$ cat src/rtl/cl_serial_seq.sv
// Bit-serial sequencer driving a shared 1-bit logic cell: one cell operation per clock,
// LSB first, across two WIDTH-bit operands, with a start/busy/done handshake.
module cl_serial_seq #(
    parameter int unsigned WIDTH = 8
) (
    input  logic             clk,
    input  logic             reset_n,
    input  logic             start,
    input  logic [1:0]       op,
    input  logic [WIDTH-1:0] a,
    input  logic [WIDTH-1:0] b,
    output logic             busy,
    output logic             done,
    output logic [WIDTH-1:0] result,
    output logic             zero,
    output logic             cl_a,
    output logic             cl_b,
    output logic [1:0]       cl_s,
    input  logic             cl_out
);

    localparam int unsigned CW = (WIDTH > 1) ? $clog2(WIDTH) : 1;

    typedef enum logic [1:0] {
        IDLE = 2'd0,
        RUN  = 2'd1,
        DONE = 2'd2
    } state_t;

    state_t           state;
    logic [WIDTH-1:0] sa;
    logic [WIDTH-1:0] sb;
    logic [WIDTH-1:0] acc;
    logic [1:0]       sop;
    logic [CW-1:0]    cnt;

    logic [WIDTH-1:0] acc_next_c;
    logic             last_c;

    // Accumulator value after this cycle's cell output is shifted in at the MSB
    assign acc_next_c = {cl_out, acc[WIDTH-1:1]};
    assign last_c     = (cnt == CW'(WIDTH - 1));

    // Cell drive is registered: it is preloaded with the bit the next RUN cycle needs
    always_ff @(posedge clk or negedge reset_n) begin
        if (!reset_n) begin
            state  <= IDLE;
            sa     <= '0;
            sb     <= '0;
            acc    <= '0;
            sop    <= 2'b00;
            cnt    <= '0;
            busy   <= 1'b0;
            done   <= 1'b0;
            result <= '0;
            zero   <= 1'b1;
            cl_a   <= 1'b0;
            cl_b   <= 1'b0;
            cl_s   <= 2'b00;
        end else begin
            done <= 1'b0;
            case (state)
                IDLE, DONE: begin
                    if (start) begin
                        state <= RUN;
                        sa    <= a;
                        sb    <= b;
                        sop   <= op;
                        cnt   <= '0;
                        acc   <= '0;
                        busy  <= 1'b1;
                        cl_a  <= a[0];
                        cl_b  <= b[0];
                        cl_s  <= op;
                    end else begin
                        state <= IDLE;
                        busy  <= 1'b0;
                        cl_a  <= 1'b0;
                        cl_b  <= 1'b0;
                        cl_s  <= 2'b00;
                    end
                end
                RUN: begin
                    acc <= acc_next_c;
                    sa  <= sa >> 1;
                    sb  <= sb >> 1;
                    if (last_c) begin
                        state  <= DONE;
                        busy   <= 1'b0;
                        done   <= 1'b1;
                        result <= acc_next_c;
                        zero   <= ~|acc_next_c;
                        cl_a   <= 1'b0;
                        cl_b   <= 1'b0;
                        cl_s   <= 2'b00;
                    end else begin
                        cnt  <= cnt + CW'(1);
                        cl_a <= sa[1];
                        cl_b <= sb[1];
                        cl_s <= sop;
                    end
                end
                default: begin
                    state <= IDLE;
                    busy  <= 1'b0;
                    cl_a  <= 1'b0;
                    cl_b  <= 1'b0;
                    cl_s  <= 2'b00;
                end
            endcase
        end
    end

endmodule

$ cat config.mk
export PLATFORM = sky130hd
export DESIGN_NAME = cl_serial_seq
export DESIGN_NICKNAME = d
export VERILOG_FILES = /design/src/rtl/cl_serial_seq.sv
export SDC_FILE = /design/constraint.sdc
export NUM_CORES = 1
export LEC_CHECK = 0
export ABC_AREA = 1
export BUFFER_PORTS_ARGS = -buffer_cell sky130_fd_sc_hd__buf_4
export CAP_MARGIN = 40
export CELL_PAD_IN_SITES_DETAIL_PLACEMENT = 2
export CELL_PAD_IN_SITES_GLOBAL_PLACEMENT = 2
export CORE_MARGIN = 3
export CORE_UTILIZATION = 34
export CTS_BUF_LIST = sky130_fd_sc_hd__clkbuf_4 sky130_fd_sc_hd__clkbuf_8
export DETAILED_ROUTE_END_ITERATION = 10
export GPL_ROUTABILITY_DRIVEN = 0
export GPL_TIMING_DRIVEN = 0
export HOLD_SLACK_MARGIN = 0.08
export PLACE_DENSITY = 0.8
export SLEW_MARGIN = 10
export SYNTH_ARGS = -nofsm -noshare
export SYNTH_HDL_FRONTEND = slang
export SYNTH_SLANG_ARGS = --single-unit
$ cat constraint.sdc
create_clock -name clk -period 1.64 [get_ports clk]
set_input_delay 0.328 -clock clk [delete_from_list [all_inputs] [get_ports clk]]
set_output_delay 0.328 -clock clk [all_outputs]
set_load 0.005 [all_outputs]
Word-level counts from Yosys, hierarchy flattened
Index checks and enable logic that the tools add are counted.
Word-level totals
  flip-flop bits (word level): 46
  output and inout bits: 15
  word-level logic and storage cells: 55
Cells by class
  add/sub/neg operators: 1
  eq/ne operators: 6
  mux-type cells: 26
  reductions and logical operators: 9
Operators by type and width (count)
  $pmux 8 s2: 3
  $mux 8: 3
  $mux 1: 9
  $pmux 2 s2: 2
  $reduce_or 8->1: 1
  $mux 2: 3
  $mux 3: 2
  $ne 2x2->1 const B: 3
  $pmux 1 s2: 3
  $pmux 3 s2: 1
  $reduce_and 2->1: 3
  $add 3x1->3 const B: 1
  $eq 3x3->1 const B: 1
  $reduce_and 3->1: 1
  $eq 2x1->1 const B: 1
  $eq 2x2->1 const B: 1
  $logic_not 2->1: 1
  $reduce_bool 2->1: 1
  $reduce_or 2->1: 1
  $logic_not 1->1: 1

Longest topological paths before layout
  depth after elaboration: 4
  gate-level depth with buffers: 7
  gate-level depth less buffers: 7

Worst setup path after synthesis
OpenSTA, ideal clock, no wires.
  path type: register to register
  start point: register cnt[0]
  end point: register zero
  setup time: 60 ps
  arrival time: 1151 ps
  required time: 1580 ps
  path slack: 429 ps
  stages on the path, launching flop included: 7
  buffers on the path: 1
  clock period less this slack: 1211 ps
  cells stage by stage: dfrtp_1 ha_1 ha_1 nand2_4 buf_6 nand2_1 nand2_1
Between the ends
  word-level cells in the longest chain between the ends: 2
RTL lines
  start, declared: line 35  | logic [CW-1:0] cnt;
  start signal, assigned: line 97  | cnt <= cnt + CW'(1);
  $eq 3x3->1: line 42  | assign last_c = (cnt == CW'(WIDTH - 1));
  $reduce_and 2->1 (no line)
  end signal, assigned: line 92  | zero <= ~|acc_next_c;
  end, declared: line 15  | output logic zero,
Every way passes these cells.
A chain may end at the register's enable or synchronous reset.

Final worst setup path
Ends and elaborated chain as after synthesis.

==> results.cfg <==
[run_status]
run_status = finished clean

[sta]
fin_skew_ps = 3.80
worstMarginPinSlew_ps = 578
setup_ws_ps = 248
grt_setup_unrepaired = false
max_clock_freq_mhz = 718
hold_viol_final = 0
finalMaxSlewViolations = 0
fin_crit_ps = 1390
max_slew_margin_pct = 61.5
setup_violations = 0
period_share_pct = 84.9
setup_tns_ps = 0

[final_layout]
n_antenna_cell = 0
layout_commonest_cell = nand2_1
stdcell_count = 343
syn_to_final_growth_pct = 25.1
n_fill_cell = 634
drive_above_1_share_pct = 25.8
mostFrequentLayoutCells = nand2_1 (79), dfrtp_1 (42), inv_1 (41)
nets = 294

[placed_design]
placed_cells = 334
io_buffers = 36
place_ws_ps = 233
dpl.hpwl_um = 3500

[drt]
firstDrtPassIters = 3
vias = 1556
drc = 0
finalWirelength_um = 4890
wl_per_cell_um = 14.3
vias_per_cell = 4.54
ant_nets = 0
drt-initial-drc-count = 77

[synthesis]
syn_nets = 250
synth_area_leader_cell = dfrtp_1
synthesis.area_um2 = 1960
yosysTopAreaCellShare_pct = 53.6
synth.avg_cell_area_um2 = 8.67
yosys_warnings = 0
synthCells = 226
synth-seq-cells = 43
ys_types = 18
seq_area_frac_synth_pct = 55.0
synthTopCellsByArea = dfrtp_1 (54%), nand2_1 (15%), inv_1 (7.9%)

[hold_path]
worstHoldPathType = primary input to register
holdPathStages = 3
hp-start = b[0]
holdPathEnd = cl_b$_DFF_PN0_

[die]
fp.coreArea_um2 = 5540
start_util_pct = 35.4
core.rowCount = 27
pin_count = 37
dieWidth_um = 81.9
dieArea_um2 = 6710
fp.dieH_um = 81.9

[worst_setup_path]
crit_fanout = 10
r2r-end = zero$_DFFE_PN1P_
end_kind = register
worstSetupPathType = register to register
slowest_delay_ps = 410
crit_buf_inv = 1
worstPathCellList = ha_1, ha_1, nand2_4, buf_6, nand2_1, nand2_1
startpoint_type = register
slowest_stage = dfrtp_1
required_ps = 1890
r2r_start = cnt[0]$_DFFE_PN0P_
r2r_slack_ps = 250
crit_cells = 6
ff2ff_path_depth = 6
worstPathArrival_ps = 1640
worstSetupStartpoint = cnt[0]$_DFFE_PN0P_
crit_family = adder cells

[power_and_ir_drop]
power_density_nw_per_um2 = 1880
peakVddDrop_mv = 0.709
p_leak_nw = 1.38
totalPowerFinal_mw = 4.60

[clock_network]
cts_resized = 0
path_clk_slew_ps = 90
clockBufferDepth = 2
numCtsBuffers = 5
post_cts_buffers = 0
cts_sinks = 43
tritoncts = done
root_buffer = clkbuf_8
clock_latency_ps = 300
h-tree-depth = 2

[global_routing]
antenna_found_initial = 0
grt_pass1_vias = 1722
grt_usage_pct = 17.0
grt_pass1_wl_um = 8530
grt_max_degree = 44
overflow = 0

[run]
drv_cap = 0
[how the worst max path moves through the flow]
stage	end
floorplan	zero$_DFFE_PN1P_
global placement	zero$_DFFE_PN1P_
detailed placement	zero$_DFFE_PN1P_
CTS	zero$_DFFE_PN1P_
global route	busy$_DFFE_PN0P_
finish	zero$_DFFE_PN1P_
[metrics by stage]
stage	hold slack (ps)	cell area, um^2	util [%]
after floorplan	32.4	1960	-
after global placement	367	2320	41.9
after detailed placement	371	2320	41.9
after CTS	224	2450	44.2
after global routing	225	2450	44.2
final	233	2450	44.2
[synthesized netlist by cell type]
cell,instances
nor2_8,1
nor2_1,8
nand2_4,4
inv_2,2
dfrtp_1,42
o21ai_2,8
nand3_1,15
nand2_2,2
o22ai_1,7
o21ai_0,5
inv_1,41
clkinv_2,1
ha_1,2
buf_6,4
o21ai_1,1
buf_4,3
dfstp_2,1
nand2_1,79
[routing by layer]
layer	global-route usage, %	up-vias	share of wire (%)
li1	-	766	-
met1	21.4	758	45
met2	28.8	25	50
met3	3.62	7	3.6
met4	5.48	0	1.4
met5	0	-	0
[cell type report]
cell class	instances	area, um^2	area share, %
buffer	7	67.6	2.76
clock buffer	6	82.6	3.37
clock inverter	2	38.8	1.58
inverter	44	166	6.79
multi-input combinational	132	648	26.4
sequential	43	1080	44.0
tap	72	90.1	3.68
timing repair buffer	37	280	11.4
[cell families (layout without fill, tap and decap cells)]
group                      Yosys count  after routing  share of synthesized area, %
AOI/OAI and AO/OA                   21             21                          7.34
adders and majority gates            2              2                          1.28
buffers and inverters               51             96                          11.9
DFF                                 43             43                          55.0
and+or+nand+nor                    109            109                          24.5
[state kept, by name, summed over array words and instances (netlist names), 2 cells and up]
name and cells:
sa 7, acc 7, state 2, result 8
sop 2, sb 7, cnt 3, cl_s 2
[worst min-delay path, cell delays in order]
cell     delay [ps]
buf_4            70
nand2_1          40
nand2_1          50
[repair_timing]
| action | 4_1_cts | 5_1_grt |
|---|---|---|
| hold endpoints to repair | 42 | 0 |
| endpoints found under the setup margin | 0 | 0 |
| hold buffers | 1 | 0 |
[report_power, final]
part	internal [mW]	leakage [nW]	switching (mW)	total, mW
clock network	0.501	0.0618	0.389	0.891
logic	0.811	0.785	1.10	1.91
registers	1.54	0.531	0.252	1.79
total	2.85	1.38	1.74	4.60
Note: power is estimated with default switching activity, not from simulation.
